### src/rtl/rx_uart.sv
// -----------------------------------------------------------------------------
// rx_uart
//   UART receiver using a 16x oversampling baud tick. Recovers serial frames
//   from the RX pin: start bit, DBIT data bits (LSB first), optional even
//   parity bit and one stop bit. Each received byte is presented on o_data
//   together with a one-cycle o_rx_done_tick strobe and per-frame error flags.
//   The byte is delivered even when the stop bit is sampled low.
//
//   Optional feature: define RX_PARITY_EN to insert an even-parity bit
//   between the data bits and the stop bit. Without it the frame is 8N1 and
//   o_parity_err is tied low.
//
// Ports
//   i_clock         system clock, rising edge
//   i_reset         synchronous, active-high reset
//   i_rx            asynchronous serial input, idle high
//   i_s_tick        one-cycle enable, 16 per bit period
//   o_data          last received byte, held until the next done strobe
//   o_rx_done_tick  one-cycle pulse: o_data and error flags are valid
//   o_frame_err     stop bit of the last frame was sampled low
//   o_parity_err    parity mismatch on the last frame (0 without RX_PARITY_EN)
// -----------------------------------------------------------------------------
module rx_uart #(
  parameter int DBIT     = 8,
  parameter int SB_TICK  = 16,
  parameter int NB_STATE = 3
) (
  input  logic            i_clock,
  input  logic            i_reset,
  input  logic            i_rx,
  input  logic            i_s_tick,
  output logic [DBIT-1:0] o_data,
  output logic            o_rx_done_tick,
  output logic            o_frame_err,
  output logic            o_parity_err
);

  localparam int DCW = (DBIT > 1) ? $clog2(DBIT) : 1;

  typedef enum logic [NB_STATE-1:0] {
    IDLE,
    START,
    DATA,
`ifdef RX_PARITY_EN
    PARITY,
`endif
    STOP
  } state_t;

  // Input synchronizer and edge history. Reset to the idle (high) level so a
  // reset never manufactures a falling edge.
  logic rx_meta;
  logic rx_s;
  logic rx_d;

  state_t          state,      state_next;
  logic [3:0]      tick_cnt,   tick_next;
  logic [DCW-1:0]  data_cnt,   data_cnt_next;
  logic [DBIT-1:0] shiftreg,   shift_next;
  logic [DBIT-1:0] data_reg,   data_next;
  logic            ferr_reg,   ferr_next;
  logic            done_reg,   done_next;
`ifdef RX_PARITY_EN
  logic            parity_bit, parity_bit_next;
  logic            perr_reg,   perr_next;
`endif

  // NOTE: every clocked register uses non-blocking assignment so all flops
  // update from the same pre-edge values, independent of statement order.
  always_ff @(posedge i_clock) begin
    if (i_reset) begin
      rx_meta <= 1'b1;
      rx_s    <= 1'b1;
      rx_d    <= 1'b1;
    end else begin
      rx_meta <= i_rx;
      rx_s    <= rx_meta;
      rx_d    <= rx_s;
    end
  end

  always_ff @(posedge i_clock) begin
    if (i_reset) begin
      state    <= IDLE;
      tick_cnt <= '0;
      data_cnt <= '0;
      shiftreg <= '0;
      data_reg <= '0;
      ferr_reg <= 1'b0;
      done_reg <= 1'b0;
`ifdef RX_PARITY_EN
      parity_bit <= 1'b0;
      perr_reg   <= 1'b0;
`endif
    end else begin
      state    <= state_next;
      tick_cnt <= tick_next;
      data_cnt <= data_cnt_next;
      shiftreg <= shift_next;
      data_reg <= data_next;
      ferr_reg <= ferr_next;
      done_reg <= done_next;
`ifdef RX_PARITY_EN
      parity_bit <= parity_bit_next;
      perr_reg   <= perr_next;
`endif
    end
  end

  // Next-state logic. Counters only move on tick cycles, so between ticks
  // every register simply holds.
  always_comb begin
    // NOTE: every variable gets its hold value first so no path through the
    // case statement can leave one unassigned (which would infer a latch).
    state_next    = state;
    tick_next     = tick_cnt;
    data_cnt_next = data_cnt;
    shift_next    = shiftreg;
    data_next     = data_reg;
    ferr_next     = ferr_reg;
    done_next     = 1'b0;
`ifdef RX_PARITY_EN
    parity_bit_next = parity_bit;
    perr_next       = perr_reg;
`endif

    case (state)
      IDLE: begin
        // Only a high-to-low transition starts a frame; a line stuck low
        // has rx_d = 0 and cannot retrigger.
        if (rx_d && !rx_s) begin
          tick_next  = '0;
          state_next = START;
        end
      end

      START: begin
        if (i_s_tick) begin
          if (tick_cnt == 4'd7) begin
            tick_next = '0;
            if (!rx_s) begin
              data_cnt_next = '0;
              state_next    = DATA;
            end else begin
              // Line back high at mid start bit: a glitch, not a frame.
              state_next = IDLE;
            end
          end else begin
            tick_next = tick_cnt + 4'd1;
          end
        end
      end

      DATA: begin
        if (i_s_tick) begin
          if (tick_cnt == 4'd15) begin
            tick_next  = '0;
            shift_next = {rx_s, shiftreg[DBIT-1:1]};
            if (data_cnt == DCW'(DBIT - 1)) begin
`ifdef RX_PARITY_EN
              state_next = PARITY;
`else
              state_next = STOP;
`endif
            end else begin
              data_cnt_next = data_cnt + 1'b1;
            end
          end else begin
            tick_next = tick_cnt + 4'd1;
          end
        end
      end

`ifdef RX_PARITY_EN
      PARITY: begin
        if (i_s_tick) begin
          if (tick_cnt == 4'd15) begin
            tick_next       = '0;
            parity_bit_next = rx_s;
            state_next      = STOP;
          end else begin
            tick_next = tick_cnt + 4'd1;
          end
        end
      end
`endif

      STOP: begin
        if (i_s_tick) begin
          if (tick_cnt == 4'(SB_TICK - 1)) begin
            // Deliver the byte regardless of the stop-bit level; the
            // framing flag reports it instead.
            tick_next  = '0;
            data_next  = shiftreg;
            ferr_next  = ~rx_s;
            done_next  = 1'b1;
            state_next = IDLE;
`ifdef RX_PARITY_EN
            // Even parity: data bits plus parity bit must XOR to zero.
            perr_next = (^shiftreg) ^ parity_bit;
`endif
          end else begin
            tick_next = tick_cnt + 4'd1;
          end
        end
      end

      default: begin
        state_next = IDLE;
      end
    endcase
  end

  assign o_data         = data_reg;
  assign o_rx_done_tick = done_reg;
  assign o_frame_err    = ferr_reg;
`ifdef RX_PARITY_EN
  assign o_parity_err   = perr_reg;
`else
  assign o_parity_err   = 1'b0;
`endif

endmodule

### config.mk
export PLATFORM = sky130hd
export DESIGN_NAME = rx_uart
export DESIGN_NICKNAME = d
export VERILOG_FILES = /design/src/rtl/rx_uart.sv
export SDC_FILE = /design/constraint.sdc
export NUM_CORES = 1
export LEC_CHECK = 0
export CAP_MARGIN = 20
export CORE_ASPECT_RATIO = 1.5
export CORE_MARGIN = 2
export CORE_UTILIZATION = 53
export CTS_CLUSTER_SIZE = 28
export DETAILED_ROUTE_END_ITERATION = 7
export PLACE_DENSITY = 0.72
export SLEW_MARGIN = 10
export SYNTH_ARGS = -nofsm -noshare
export SYNTH_HDL_FRONTEND = slang
export SYNTH_SLANG_ARGS = --single-unit
### constraint.sdc
create_clock -name i_clock -period 2.36 [get_ports i_clock]
set_input_delay 0.59 -clock i_clock [delete_from_list [all_inputs] [get_ports i_clock]]
set_output_delay 0.59 -clock i_clock [all_outputs]
set_load 0.02 [all_outputs]
==> impl_metrics.tcl <==
set metrics [dict create \
    path_depth 1 \
    post_cts_resized 0 \
    track_usage_pct 18.8 \
    synth_compound_area_share_pct 10.0 \
    critPathKind "flip-flop to output pin" \
    crit_fanout 2 \
    place_area_um2 1390 \
    ir_worst_vdd_uv 535 \
    totalPowerFinal_uw 936 \
    cap_violations 0 \
    synthCells 127 \
    fin_area_um2 1470 \
    io_pins 15 \
    drt_iter0_markers 18 \
    final_nets 151 \
    min_path_type "flip-flop to flip-flop" \
    htree_levels 2 \
    netlist_area_um2 1240 \
    hold_viol_final 0 \
    finalWorstSetupSlack_ps 500 \
    reg2reg_setup_slack_ps 550 \
    finClkSkew_ps 6.99 \
    pre_cts_slack_ps 160 \
    grt_setup_unrepaired "no" \
    fmax_ghz 0.538 \
    start_util_pct 55.5 \
    drtPass1Iterations 3 \
    critPathMaxStageDelay_ps 610 \
    routedWlPerCell_um 12.8 \
    clock-sinks 30 \
    finalCritPeriodShare_pct 78.8 \
    crit_required_ps 1770 \
    cts_root_buf "clkbuf_4" \
    holdBufCountCts 0 \
    cts.clk_slew.worst_paths_ps 90 \
    grt_pass1_vias 910 \
    crit_start "o_data[5]$_SDFFE_PP0P_" \
    hold-path-cell-count 1 \
    path_delay_family "buffers and inverters" \
    synth_top_family_by_area "simple AND/OR/NAND/NOR gates" \
    die_y_um 63.2 \
    std_cell_rows 21 \
    cp_data_arrival_time_ps 1270 \
    min_to "rx_s$_SDFF_PP1_" \
    ff2ff_path_depth 6 \
    worstSetupEndpointType "output pin" \
    start_kind "flip-flop" \
    synth_xor_xnor_area_share_pct 1.41 \
    clk_latency_ps 320 \
    yosysWarnings 0 \
    dr.max_layer_used "met4" \
    reg2reg_to "data_cnt[0]$_SDFFE_PP0P_" \
    fin_util_pct 65.7 \
    cts_tree "done" \
    fillers 207 \
    power_density_nw_per_um2 638 \
    wl_met1_um 913 \
    area_growth_pct 18.4 \
    synth_cell_types 34 \
    final_antenna_net_count 0 \
    synth-seq-cells 30 \
    chipWidth_um 43.5 \
    tns_ps 0 \
    port_buffers 13 \
    vias_per_cell 5.62 \
    grt_antenna_before_repair 0 \
    yosys.area_share.simple_pct 20.7 \
    antenna-diode-count 0 \
    slowest_stage "clkdlybuf4s50_1" \
    hpwl_um 1560 \
    hold_start "rx_meta$_SDFF_PP1_" \
    grt_overflow_total 0 \
    reg2reg_from "data_cnt[0]$_SDFFE_PP0P_" \
    drv_slew 0 \
    synthesis.nets 134 \
    cp_cell_sequence "clkdlybuf4s50_1" \
    grt_max_degree 22 \
    place_congestion 0.837 \
    status "complete, no violations" \
    fin_crit_ps 1860 \
    drive_above_1_share_pct 11.0 \
    vias 944 \
    drc 0 \
    yosys.area_share.adder_pct 3.03 \
    path_buf_inv 1 \
    die_area_um2 2750 \
    cts_buffers 5 \
    wl_um 2150 \
    grt_pass1_wl_um 3840 \
    power_leakage_nw 0.505 \
    clock_path_buffers 2 \
    synth_mux_area_share_pct 13.7 \
    wl_met3_um 93 \
    postCtsSetupBuffers 0 \
    core_um2 2230 \
    avgSynthCellArea_um2 9.75 \
    wl_met2_um 1050 \
    setup_viol 0 \
    yosysSeqAreaShare_pct 48.5 \
]
Yosys cell counts, drive strengths merged:
master	instances	area share, %
ha	3	3.0
or4	1	0.61
nand2b	1	0.51
nor4	1	0.51
nor2	26	8.7
o21ai	7	2.8
dfxtp	30	48
nor3b	2	1.6
clkbuf	3	0.91
mux2i	17	14
a211oi	3	1.8
a311oi	1	0.71
nor4b	1	0.71
conb	1	0.30
or4b	1	0.81
or2	3	1.5
and3	1	0.51
and2	2	1.2
nor2b	1	0.51
nor3	1	0.40
nand2	1	0.30
a22oi	1	0.61
nand4	3	1.5
buf	3	1.4
and4	1	0.71
nand3b	1	0.61
o21a	2	1.2
a21oi	7	2.8
xnor2	2	1.4
how the worst max path moves through the flow:
stage	to	slack, ps
2_1_floorplan	data_cnt[0]$_SDFFE_PP0P_	730
3_3_place_gp	o_data[0]$_SDFFE_PP0P_	190
3_5_place_dp	o_data[0]$_SDFFE_PP0P_	160
4_1_cts	o_data[5]	470
5_1_grt	data_cnt[0]$_SDFFE_PP0P_	320
6_report	o_data[5]	500
power breakdown:
group / total (mW) / switching, mW / internal [mW] / leakage, nW
combinational: 0.0289 / 0.0162 / 0.0127 / 0.224
clock: 0.393 / 0.169 / 0.225 / 0.0395
sequential: 0.514 / 0.00458 / 0.509 / 0.242
total: 0.936 / 0.190 / 0.747 / 0.505
per-layer routing:
metal | up-vias | track usage, %
li1 | 478 | -
met1 | 438 | 19.2
met2 | 17 | 30.6
met3 | 11 | 7.16
met4 | 0 | 12.5
met5 | - | 0
cells by family (layout without fill, tap and decap cells):
kind of cell,count (synthesis),in the layout
and+or+nand+nor,47,47
buffers and inverters,6,24
other,1,1
adders and majority gates,3,3
xor gates and xnor gates,2,2
muxes,17,17
AOI/OAI and AO/OA,21,21
DFF,30,30
flip-flops by register name, indices dropped and copies added, names as in the netlist:
| signal | flops |
|---|---|
| data_cnt | 3 |
| rx_meta | 1 |
| o_data | 8 |
| tick_cnt | 4 |
| o_rx_done_tick | 1 |
| rx_s | 1 |
| rx_d | 1 |
| o_frame_err | 1 |
| shiftreg | 8 |
| state | 2 |
per-stage QoR:
step / hold WS, ps / std cells
after floorplan: 389 / 127
after global placement: 398 / 160
after detailed placement: 403 / 160
after CTS: 430 / 168
after global routing: 461 / 168
final: 425 / 168
cell usage in the layout, fill, tap and decap left out, types with 2 or more instances in the layout:
cell and count:
dfxtp_1 30, nor2_1 24, mux2i_1 17, clkdlybuf4s50_1 13, o21ai_0 7, a21oi_1 7, clkbuf_4 5, nand4_1 3
a211oi_1 3, or2_2 3, ha_1 3, buf_4 3, xnor2_1 2, o21a_1 2, clkbuf_1 2
area by class of cell:
type / instances / area (um^2) / area share (%)
sequential: 30 / 601 / 41.0
multi-input combinational: 91 / 609 / 41.6
clock buffer: 7 / 45.0 / 3.07
clock inverter: 1 / 30.0 / 2.05
tap: 23 / 28.8 / 1.96
timing repair buffer: 16 / 153 / 10.4
(Power assumes the default switching activity.)
==> RTL edit 1, RTL diff (same settings) <==
Change the parameter `NB_STATE` from 3 to 2.
--- a/src/rtl/rx_uart.sv
+++ b/src/rtl/rx_uart.sv
@@ -24,5 +24,5 @@
   parameter int DBIT     = 8,
   parameter int SB_TICK  = 16,
-  parameter int NB_STATE = 3
+  parameter int NB_STATE = 2
 ) (
   input  logic            i_clock,
Check against the original RTL: same outputs for any inputs over 10 cycles, from zero or initial values and one cycle with i_reset high; that may be too few to reach the edited logic, so the function may still have changed.
==> RTL edit 1 against the unedited design <==
  * Total power down 11%
  * Core utilization down 0.78 points
  * Final area down 1.2%
  * Wire length up 12%
  * Worst setup slack worse by 1.6 ps
  * Sequential cell count unchanged
  * Combinational power up 33%
  * Area after synthesis up 1.8%
  * Highest routed layer unchanged
==> RTL edit 1: results (changes against the unedited design) <==
Run status:
- The run finished with clean final reports.

Yosys:
- Ranked by instance count, the synthesized netlist is headed by sky130_fd_sc_hd__dfxtp_1, sky130_fd_sc_hd__nand2_1, sky130_fd_sc_hd__nor2_1.
- The distinct cell type count after synthesis came to 36 (+5.9%).
- The synthesized instance count is 141 (+11%).
- Sorting the synthesized cells by area gives the leading types as sky130_fd_sc_hd__dfxtp_1, sky130_fd_sc_hd__mux2i_1, sky130_fd_sc_hd__nand2_1, sky130_fd_sc_hd__a21oi_1, sky130_fd_sc_hd__nor2_1.
- The sequential fraction of the synthesis area is 47.6% (-0.87 points).
- The post-synth net total was 148 (+10%).
- The number of warning messages in the yosys log is 0 (unchanged).

Final layout:
- The number of non-filler instances in the completed layout is 180 (+7.1%).
- The fraction of final layout cells with drive strength greater than 1 was 12.1% (+1.1 points).
- The number of fill cells is 199 (-3.9%).
- The final-stage net count is 164 (+8.6%).

Global routing:
- The global-route wire length before repair is 4.49 mm (+17%).
- The pin count of the biggest net entering global routing is 15 (-32%).
- The global-route total usage across every layer came to 21.4% (+2.6 points).
- The via count of the first global-routing pass was 1,058 (+16%).

Placement:
- The detailed placement HPWL is 1.73 mm (+11%).
- The minimum setup slack after placement was 266 ps (+106 ps).
- The number of instances in the placed design is 173 (+8.1%).
- The count of buffers inserted at the top-level ports is 13 (unchanged).
- The last weighted congestion value of the routability-driven placer is 0.874 (+4.5%).

Pwr:
- The maximum ir drop on the vdd rail came to 464 uV (-13%).
- The leakage component of the power is 0.501 nW (-0.96%).
- The reported net switching power is 0.198 mW (+4.7%).

Worst setup path:
- The data arrival at the endpoint of the critical path is 1270 ps (about the same).
- The largest fanout of any net on the critical path was 2 (unchanged).
- The delay contributed by the slowest stage of the critical path is 610 ps (about the same).
- The top cell family by delay on the critical path is buffers and inverters.

Timing:
- The sum of negative setup slack was 0 ps (unchanged).
- The normalized max-slew margin is 65.0%.
- The post-route clock skew is 8.66 ps (+1.66 ps).

Clock tree:
- The post-CTS setup-driven buffer insertion count is 0 (unchanged).
- The number of CTS-inserted buffers is 5 (unchanged).
- The number of cells upsized or downsized after cts is 0 (unchanged).
- The later-pin clock latency in the skew report is 330 ps.
- The number of buffers on the longest clock path is 2 (unchanged).

Drt:
- The number of DRC violations after detailed-routing iteration 0 came to 21 (+3).
- The total length of routed wires was 2.41 mm (+12%).
- The mean number of vias per cell came to 5.61 (-0.24%).
- The iteration count of the initial detailed-routing pass is 4 (+1).
RTL edit 1: kinds of logic after synthesis:
kind of cell             share of synthesized area (%)
AO/OA/AOI/OAI                                     12.4
XOR/XNOR                                         0.695
adder cells (fa/ha/maj)                           2.98
buffers and inverters                             4.17
flip-flops                                        47.6
multiplexers                                      7.14
other                                            0.297
AND/OR/NAND/NOR                                   24.7
RTL edit 1: power groups by stage:
stage          Sequential (mW)  Combinational [mW]  Clock (mW)
4_1_cts                  0.519              0.0384       0.287
5_1_grt                  0.520              0.0426       0.309
2_1_floorplan            0.525              0.0330           0
6_report                 0.519              0.0383       0.274
3_5_place_dp             0.531              0.0382           0
3_3_place_gp             0.530              0.0376           0
RTL edit 1: metrics by stage:
| stage | area (um^2) | power [mW] |
|---|---|---|
| after detailed placement | 1400 | 0.569 |
| after global placement | 1400 | 0.568 |
| final | 1450 | 0.832 |
| after CTS | 1450 | 0.844 |
| after floorplan | 1260 | 0.558 |
| after global routing | 1450 | 0.872 |
RTL edit 1: path summary, 6_finish.rpt:
path                     from  slack (ps)  cells after the start     endpoint
setup / recovery    o_data[3]         500                      1    o_data[3]
hold / removal        rx_meta         420                      1         rx_s
setup reg to reg  tick_cnt[0]         550                      5  data_cnt[1]
hold reg to reg       rx_meta         420                      1         rx_s
RTL edit 1: per-layer routing:
metal | track usage [%] | vias up | routed length (um)
met2 | 37.7 | 12 | 1300
met1 | 22.4 | 479 | 983
li1 | - | 514 | -
met4 | 7.95 | 0 | 44
met5 | 0 | - | 0
met3 | 7.63 | 4 | 72
RTL edit 1: final cells by class:
type / instances / share of cell area, %
Clock buffer: 5 / 2.59
Clock inverter: 2 / 0.691
Inverter: 3 / 0.777
Multi-Input combinational cell: 101 / 42.0
Sequential cell: 30 / 41.5
Tap cell: 23 / 1.99
Timing Repair Buffer: 16 / 10.5
==> RTL edit 2, RTL diff (same flow settings) <==
Without the edit above. Encoding of `state_t`: now one-hot (4 bits for 4 states).
--- a/src/rtl/rx_uart.sv
+++ b/src/rtl/rx_uart.sv
@@ -38,12 +38,12 @@
   localparam int DCW = (DBIT > 1) ? $clog2(DBIT) : 1;
 
-  typedef enum logic [NB_STATE-1:0] {
-    IDLE,
-    START,
-    DATA,
+  typedef enum logic [3:0] {
+    IDLE  = 4'b0001,
+    START = 4'b0010,
+    DATA  = 4'b0100,
 `ifdef RX_PARITY_EN
     PARITY,
 `endif
-    STOP
+    STOP  = 4'b1000
   } state_t;
 
Behaviour: no difference found for any inputs over 10 cycles, from zero or initial values and one cycle with i_reset high; not proved beyond that.
==> RTL edit 2 against the unedited design <==
  * Clock power is 6.9% higher
  * Final area up 20%
  * Worst setup slack got worse by 100 ps
  * Critical path type is now primary input to flip-flop
  * Area after synthesis is 22% higher
  * Wire length rose by 37%
  * Final cell count rose by 24%
  * Maximum frequency fell by 5.3%
  * Sequential cell count grew 2
  * Total power grew 7.7%
  * Clock skew is 1.0 ps lower
  * Register-to-register slack improved by 20 ps
  * Largest power group unchanged
  * Sequential share of layout area is 4.4 points lower
  * Count of clock-buffer cells in the layout rose by 1
==> RTL edit 2: results (changes against the unedited design) <==
Global routing:
- The via count of the first global-routing pass is 1,124 (+24%).
- The global-route total usage across every layer is 21.5% (+2.7 points).
- The pin count of the biggest net entering global routing came to 25 (+14%).
- The global-route wire length before repair was 5.11 mm (+33%).

Final layout:
- The final core utilization is 64.8% (-0.81 points).
- The final-stage net count is 177 (+17%).
- The number of non-filler instances in the completed layout is 208 (+24%).
- The number of fill cells came to 248 (+20%).
- The area used by multi-input combinational logic is 798 um^2 (+31%).
- The share of the final layout cell area in sequential cells was 36.5% (-4.4 points).
- The number of clock buffer instances in the layout came to 8 (+1).
- The layout multi-input combinational cell count is 109 (+20%).
- The fraction of final layout cells with drive strength greater than 1 is 13.5% (+2.4 points).
- The layout buffer count excluding clock buffers was 17 (+1).
- The clock tree cell share of total cell area came to 5.14% (+0.016 points).
- The register cell area after layout came to 641 um^2 (+6.7%).

Clock tree:
- The number of sinks driven by the clock tree is 32 (+6.7%).
- The clock-pin slew reported for the worst setup and hold paths after clock tree synthesis came to 60 ps (-30 ps).
- Clock tree synthesis selected as its root buffer the cell sky130_fd_sc_hd__clkbuf_8.

Worst setup path:
- The delay contributed by the slowest stage of the critical path is 590 ps (-20 ps).
- On the critical path, the stage with the largest delay is an instance of sky130_fd_sc_hd__or3_1.
- The top cell family by delay on the critical path is simple AND/OR/NAND/NOR gates.
- The largest fanout of any net on the critical path is 8 (+6).

Placement:
- The last weighted congestion value of the routability-driven placer is 0.916 (+9.5%).
- The number of instances in the placed design is 200 (+25%).
- The minimum setup slack after placement is 116 ps (-43.9 ps).
- The detailed placement HPWL is 2.15 mm (+38%).
- The instance area at placement is 1660 um^2 (+20%).

Pwr:
- The leakage component of the power was 0.745 nW (+47%).
- The maximum ir drop on the vdd rail came to 426 uV (-20%).

Drt:
- The number of DRC violations after detailed-routing iteration 0 was 14 (-4).
- The mean number of vias per cell was 5.46 (-2.8%).
- The iteration count of the initial detailed-routing pass is 4 (+1).

Timing:
- The post-route clock skew is 6.00 ps (-0.996 ps).

Yosys:
- The mean area per synthesized cell is 9.78 um^2 (+0.31%).
- The sequential fraction of the synthesis area is 42.2% (-6.2 points).
- The post-synth net total is 162 (+21%).
- The distinct cell type count after synthesis is 46 (+35%).
- Yosys attributes the largest share of cell area to sky130_fd_sc_hd__dfxtp_1, sky130_fd_sc_hd__mux2i_1, sky130_fd_sc_hd__nor2_1, sky130_fd_sc_hd__ha_1, sky130_fd_sc_hd__nand2_1.

Run status:
- The flow ran to the end, and the final reports show no timing, DRC or antenna violations.

Floorplanning:
- The starting density of the core was 56.1% (+0.60 points).
## RTL edit 2: cell count changes in the layout (fill, tap and decap cells not counted), moves of 5 or more
cell | unedited run | this run
sky130_fd_sc_hd__clkbuf_4 | 5 | 0
sky130_fd_sc_hd__clkbuf_8 | 0 | 6
sky130_fd_sc_hd__o21ai_0 | 7 | 2
sky130_fd_sc_hd__inv_1 | 0 | 5
sky130_fd_sc_hd__nand2_1 | 1 | 10
## RTL edit 2: report_power, final
| group | leakage [nW] | total (mW) | internal [mW] | switching (mW) |
|---|---|---|---|---|
| Combinational | 0.441 | 0.0383 | 0.0155 | 0.0229 |
| Clock | 0.0455 | 0.420 | 0.237 | 0.182 |
| Sequential | 0.258 | 0.550 | 0.544 | 0.00627 |
| Total | 0.745 | 1.01 | 0.797 | 0.211 |
## RTL edit 2: path summary, 6_finish.rpt
path	from	endpoint	slack (ps)	cells past startpoint
worst max-delay path	i_s_tick	shiftreg[3]	400	5
worst min-delay path	rx_meta	rx_s	410	1
worst max register to register	tick_cnt[0]	shiftreg[3]	570	5
worst min register to register	rx_meta	rx_s	410	1
## RTL edit 2: metal layers
metal	up-vias	global-route usage (%)	routed length, um
met5	-	0	0
li1	571	-	-
met4	0	10.8	87
met1	537	25.5	1150
met3	8	4.95	85
met2	20	34.2	1620
## RTL edit 2: kinds of logic (layout without fill, tap and decap cells)
group	Yosys count	in the layout	share of synthesized area [%]
xor+xnor	2	2	1.16
mux	19	19	12.5
flops	32	32	42.2
simple gates	60	60	22.9
other cells	1	1	0.247
fa+ha+maj	3	3	2.48
buf+inv	14	30	5.12
compound gates	24	24	13.4
